File: config.mk
export PLATFORM = sky130hd
export DESIGN_NAME = mvm_stream
export DESIGN_NICKNAME = d
export VERILOG_FILES = /design/src/rtl/mvm_stream.sv
export SDC_FILE = /design/constraint.sdc
export NUM_CORES = 1
export LEC_CHECK = 0
export CAP_MARGIN = 10
export CORE_MARGIN = 2
export CORE_UTILIZATION = 65
export DETAILED_ROUTE_END_ITERATION = 7
export PLACE_DENSITY = 0.88
export SYNTH_ARGS = -nofsm -noshare
export SYNTH_HDL_FRONTEND = slang
export SYNTH_SLANG_ARGS = --single-unit
File: constraint.sdc
create_clock -name clk -period 7.4 [get_ports clk]
set_input_delay 1.48 -clock clk [delete_from_list [all_inputs] [get_ports clk]]
set_output_delay 1.48 -clock clk [all_outputs]
set_load 0.02 [all_outputs]
File: src/rtl/mvm_stream.sv
// mvm_stream: streamed signed matrix-vector multiply y = A*x with one pipelined MAC per cycle
module mvm_stream #(
  parameter int ROWS = 4,
  parameter int COLS = 4,
  parameter int IN_W = 8,
  parameter int OUT_W = 16,
  parameter bit SATURATE = 1'b1
) (
  input  logic                    clk,
  input  logic                    reset,
  input  logic                    start,
  input  logic                    load_mat,
  input  logic                    relu_en,
  input  logic signed [IN_W-1:0]  s_data,
  input  logic                    s_valid,
  output logic                    s_ready,
  output logic signed [OUT_W-1:0] m_data,
  output logic                    m_valid,
  input  logic                    m_ready,
  output logic                    busy,
  output logic                    done
);
  localparam int N = ROWS * COLS;
  localparam int ACC_W = 2 * IN_W + $clog2(COLS);
  localparam int PW = ACC_W > OUT_W ? ACC_W : OUT_W;
  localparam int IW = N > 1 ? $clog2(N) : 1;
  localparam int CW = COLS > 1 ? $clog2(COLS) : 1;
  localparam int RW = ROWS > 1 ? $clog2(ROWS) : 1;
  localparam int KW = $clog2(N + 2);
  localparam logic [2:0] IDLE = 3'd0, LOAD_A = 3'd1, LOAD_X = 3'd2, COMPUTE = 3'd3, OUTPUT = 3'd4;
  localparam logic signed [PW-1:0] MAXV = {{(PW-OUT_W+1){1'b0}}, {(OUT_W-1){1'b1}}};
  localparam logic signed [PW-1:0] MINV = ~MAXV;

  logic [2:0] state_q, state_d;
  logic [IW-1:0] idx_q;
  logic [CW-1:0] col_q;
  logic [RW-1:0] row_q, r1_q, r2_q;
  logic [KW-1:0] cnt_q;
  logic mat_valid_q, relu_q, done_q;
  logic v1_q, v2_q, first1_q, first2_q, last1_q, last2_q;
  logic signed [IN_W-1:0] a_mem [N];
  logic signed [IN_W-1:0] x_mem [COLS];
  logic signed [OUT_W-1:0] y_mem [ROWS];
  logic signed [IN_W-1:0] a_q, x_q;
  logic signed [2*IN_W-1:0] prod_q;
  logic signed [ACC_W-1:0] acc_q, acc_d, prod_ext;
  logic signed [PW-1:0] acc_x, ext, sat;
  logic signed [OUT_W-1:0] y_d;
  logic s_fire, m_fire, last_a, last_c, last_r, issue;

  assign s_ready = state_q == LOAD_A || state_q == LOAD_X;
  assign m_valid = state_q == OUTPUT;
  assign m_data = m_valid ? y_mem[row_q] : '0;
  assign busy = state_q != IDLE;
  assign done = done_q;
  assign s_fire = s_valid && s_ready;
  assign m_fire = m_valid && m_ready;
  assign last_a = idx_q == IW'(N - 1);
  assign last_c = col_q == CW'(COLS - 1);
  assign last_r = row_q == RW'(ROWS - 1);
  assign issue = state_q == COMPUTE && cnt_q < KW'(N);

  always_comb begin
    state_d = state_q;
    case (state_q)
      IDLE:    if (start) state_d = (load_mat || !mat_valid_q) ? LOAD_A : LOAD_X;
      LOAD_A:  if (s_fire && last_a) state_d = LOAD_X;
      LOAD_X:  if (s_fire && last_c) state_d = COMPUTE;
      COMPUTE: if (cnt_q == KW'(N + 1)) state_d = OUTPUT;
      OUTPUT:  if (m_fire && last_r) state_d = IDLE;
      default: state_d = IDLE;
    endcase
  end

  always_ff @(posedge clk) begin
    if (reset) begin
      state_q <= IDLE;
      idx_q <= '0;
      col_q <= '0;
      row_q <= '0;
      cnt_q <= '0;
      mat_valid_q <= 1'b0;
      relu_q <= 1'b0;
      done_q <= 1'b0;
      v1_q <= 1'b0;
      v2_q <= 1'b0;
    end else begin
      state_q <= state_d;
      done_q <= m_fire && last_r;
      v1_q <= issue;
      v2_q <= v1_q;
      if (state_q == IDLE && start) begin
        relu_q <= relu_en;
        if (load_mat) mat_valid_q <= 1'b0;
      end
      if (state_q == LOAD_A && s_fire && last_a) mat_valid_q <= 1'b1;
      if ((state_q == LOAD_A && s_fire) || issue) idx_q <= last_a ? '0 : idx_q + 1'b1;
      if ((state_q == LOAD_X && s_fire) || issue) col_q <= last_c ? '0 : col_q + 1'b1;
      if ((issue && last_c) || m_fire) row_q <= last_r ? '0 : row_q + 1'b1;
      if (state_q == COMPUTE) cnt_q <= state_d == OUTPUT ? '0 : cnt_q + 1'b1;
    end
  end

  // ReLU is applied to the full-width sum before any clamping or truncation
  always_comb begin
    prod_ext = prod_q;
    acc_d = first2_q ? prod_ext : acc_q + prod_ext;
    acc_x = acc_d;
    ext = (relu_q && acc_d[ACC_W-1]) ? '0 : acc_x;
    sat = ext > MAXV ? MAXV : (ext < MINV ? MINV : ext);
    y_d = SATURATE ? sat[OUT_W-1:0] : ext[OUT_W-1:0];
  end

  always_ff @(posedge clk) begin
    if (state_q == LOAD_A && s_fire) a_mem[idx_q] <= s_data;
    if (state_q == LOAD_X && s_fire) x_mem[col_q] <= s_data;
    a_q <= a_mem[idx_q];
    x_q <= x_mem[col_q];
    first1_q <= col_q == '0;
    last1_q <= last_c;
    r1_q <= row_q;
    prod_q <= a_q * x_q;
    first2_q <= first1_q;
    last2_q <= last1_q;
    r2_q <= r1_q;
    if (v2_q) begin
      acc_q <= acc_d;
      if (last2_q) y_mem[r2_q] <= y_d;
    end
  end
endmodule

==> insert_results.sql <==
INSERT INTO impl_metrics (metric_group, metric, value, unit) VALUES
('synth', 'syn-num-nets', '1150', ''),
('cts', 'cts.hold.buffers_added', '0', ''),
('synth', 'total_number_of_yosys_warnings', '0', ''),
('synth', 'synth_seq_cells', '305', ''),
('global_route', 'grt_first_pass_wirelength', '49200', 'um'),
('critical_path', 'sum_of_buffers_and_inverters_on_the_critical_path', '2', ''),
('global_route', 'antenna_violations_before_repair', '0', ''),
('critical_path', 'timing.critical_path.mode_cell', 'sky130_fd_sc_hd__fa_1', ''),
('layout', 'final_cell_mix', 'sky130_fd_sc_hd__edfxtp_1 (242), sky130_fd_sc_hd__inv_1 (105), sky130_fd_sc_hd__mux4_2 (64)', ''),
('place', 'globalplace.congestion', '0.876', ''),
('cts', 'postCtsSetupBuffers', '0', ''),
('critical_path', 'critical_path.max_stage_delay', '0.60', 'ns'),
('cts', 'cts_buffers', '29', ''),
('synth', 'synthFlopType', 'sky130_fd_sc_hd__edfxtp_1', ''),
('run_status', 'outcome', 'complete, no violations', ''),
('power_and_ir_drop', 'p_per_area', '308', 'nW/um2'),
('layout', 'final_common_cell', 'sky130_fd_sc_hd__edfxtp_1', ''),
('sta', 'hold_violations', '0', ''),
('sta', 'totalNegativeSetupSlack', '0', 'ns'),
('sta', 'drv_slew', '0', ''),
('layout', 'final_core_util', '72.7', '%'),
('sta', 'grt_setup_unrepaired', 'false', ''),
('power_and_ir_drop', 'seq_power_share', '41.2', '%'),
('floorplan', 'io_pins', '35', ''),
('global_route', 'maximum_number_of_pins_on_one_net_before_global_route_repair', '41', ''),
('global_route', 'global_route.usage.met3', '3.12', '%'),
('cts', 'max-clock-path-buffers', '3', ''),
('synth', 'synth-seq-area-share', '57.7', '%'),
('synth', 'avgSynthCellArea', '14.5', 'um2'),
('layout', 'drive_above_1_share', '13.9', '%'),
('power_and_ir_drop', 'vdd.ir_drop.worst', '0.232', 'mV'),
('place', 'dpl.hpwl', '19700', 'um'),
('global_route', 'grt_util_met1', '33.9', '%'),
('floorplan', 'die_w', '155', 'um'),
('power_and_ir_drop', 'leakage', '0.00595', 'uW'),
('layout', 'num_antenna_cells', '0', ''),
('routing', 'drt-wirelength-per-cell', '22.9', 'um'),
('power_and_ir_drop', 'netSwitchingPower', '1570', 'uW'),
('power_and_ir_drop', 'pwr-share-comb', '30.2', '%'),
('cts', 'clk_latency', '0.54', 'ns'),
('critical_path', 'critical_path.slowest_cell', 'sky130_fd_sc_hd__or4b_2', ''),
('sta', 'max_clock_freq', '210', 'MHz'),
('synth', 'yosys.area.top_type_share', '49.1', '%'),
('flow_run', 'drv_cap', '0', ''),
('cts', 'cts_num_sinks', '305', ''),
('critical_path', 'cp_top_family', 'adder cells', ''),
('floorplan', 'coreArea', '22500', 'um2'),
('routing', 'final_antenna_net_count', '0', ''),
('cts', 'h-tree-depth', '1', ''),
('routing', 'first_iter_violations', '756', ''),
('sta', 'relSlewSlack', '17.3', '%'),
('layout', 'syn_to_final_growth', '10.7', '%'),
('synth', 'ys_async_sr_fraction', '0', '%'),
('routing', 'routed-via-count', '8621', ''),
('hold_path', 'hp-class', 'flip-flop to flip-flop', ''),
('global_route', 'met2_usage_in_global_routing', '47.8', '%'),
('floorplan', 'start_util', '65.7', '%'),
('routing', 'detail_route.wirelength', '31300', 'um'),
('sta', 'post-route-period-util', '64.3', '%'),
('power_and_ir_drop', 'power.clock.fraction', '28.5', '%'),
('floorplan', 'chipHeight', '155', 'um'),
('routing', 'detail_route.vias_per_cell', '6.29', ''),
('floorplan', 'dieArea', '24000', 'um2'),
('layout', 'num-nets-final', '1190', ''),
('routing', 'drc', '0', ''),
('critical_path', 'data_arrival_at_the_endpoint_of_the_critical_path', '5.22', 'ns'),
('global_route', 'grt.total_usage', '26.7', '%'),
('synth', 'synth.area.top_cells', 'sky130_fd_sc_hd__edfxtp_1 (49%), sky130_fd_sc_hd__mux4_2 (9.7%), sky130_fd_sc_hd__dfxtp_1 (8.5%)', ''),
('sta', 'worst-slew-pin-transition', '1.22', 'ns'),
('global_route', 'first_global_vias', '9013', ''),
('critical_path', 'critical_path.endpoint_type', 'flip-flop', '');
-- cell usage after synthesis, drive strengths merged (24+ instances only) --
cell	number
edfxtp	242
inv	105
mux4	64
dfxtp	63
nor2	59
ha	57
fa	56
nand2	52
and2	46
o21ai	34
nor3	26
a21oi	25
clkbuf	24
-- worst reg2reg max path: stages (launching register included) --
cell                       delay, ns
sky130_fd_sc_hd__dfxtp_1        0.39
sky130_fd_sc_hd__and2_1         0.21
sky130_fd_sc_hd__fa_1           0.43
sky130_fd_sc_hd__inv_1          0.10
sky130_fd_sc_hd__fa_1           0.41
sky130_fd_sc_hd__fa_1           0.47
sky130_fd_sc_hd__fa_1           0.54
sky130_fd_sc_hd__inv_1          0.05
sky130_fd_sc_hd__ha_1           0.33
sky130_fd_sc_hd__nor2b_1        0.14
sky130_fd_sc_hd__o21ai_0        0.22
sky130_fd_sc_hd__a21boi_0       0.15
sky130_fd_sc_hd__o21ai_0        0.21
sky130_fd_sc_hd__a21boi_0       0.14
sky130_fd_sc_hd__o21ai_0        0.18
sky130_fd_sc_hd__or4b_2         0.60
sky130_fd_sc_hd__o211ai_1       0.11
-- through the flow --
step                setup WS [ns]  instance area (um2)  total power (uW)  hold slack (ns)  std cells
floorplan                    3.03                14800              3300            0.310       1022
global placement             2.81                15400              3550            0.311       1314
detailed placement           2.71                15400              3620            0.314       1314
CTS                          2.65                16300              5040            0.328       1368
global route                 2.40                16400              5310            0.342       1370
finish                       2.64                16400              5050            0.327       1370
-- sequential cells by signal, summed over array words and instances, names as in the netlist, 2 cells and up, named ones only --
name / count
a_mem: 128
row_q: 2
y_mem: 64
acc_q: 18
prod_q: 16
idx_q: 4
x_mem: 32
r2_q: 2
col_q: 2
cnt_q: 5
a_q: 8
state_q: 3
x_q: 8
r1_q: 2
-- metal layers --
metal  vias to the layer above  routed length [um]
li1                       3803                   -
met1                      4341               11700
met2                       394               16600
met3                        83                1920
met4                         0                1150
met5                         -                   0
-- area by class of cell --
class                           count  area (um2)
Multi-Input combinational cell    577        5730
Clock inverter                     14         119
Fill cell                        1282        6130
Tap cell                          285         357
Sequential cell                   305        8530
Clock buffer                       40         807
Inverter                          105         394
Timing Repair Buffer               44         433
-- cells by family after synthesis --
logic type	share of synthesized area, %
buffers and inverters	3.70
adder cells (fa/ha/maj)	12.4
multiplexers	10.4
XOR/XNOR	1.60
AO/OA/AOI/OAI	5.50
AND/OR/NAND/NOR	8.77
flip-flops	57.7
-- final timing paths --
| path | from | endpoint | slack, ns | cells after the start |
|---|---|---|---|---|
| worst max register to register | x_q[4]$_DFF_P_ | prod_q[14]$_DFF_P_ | 2.64 | 16 |
| worst max-delay path | x_q[4]$_DFF_P_ | prod_q[14]$_DFF_P_ | 2.64 | 16 |
| worst min register to register | last1_q$_DFF_P_ | last2_q$_DFF_P_ | 0.33 | 0 |
| worst min-delay path | last1_q$_DFF_P_ | last2_q$_DFF_P_ | 0.33 | 0 |
-- power by group through the flow --
stage                     Sequential, uW  Clock, uW  Combinational, uW
final                               2080       1440               1530
after global routing                2090       1510               1720
after CTS                           2080       1440               1520
after detailed placement            2120          0               1500
after global placement              2120          0               1430
after floorplan                     2090          0               1200
Note: power is estimated with default switching activity, not from simulation.
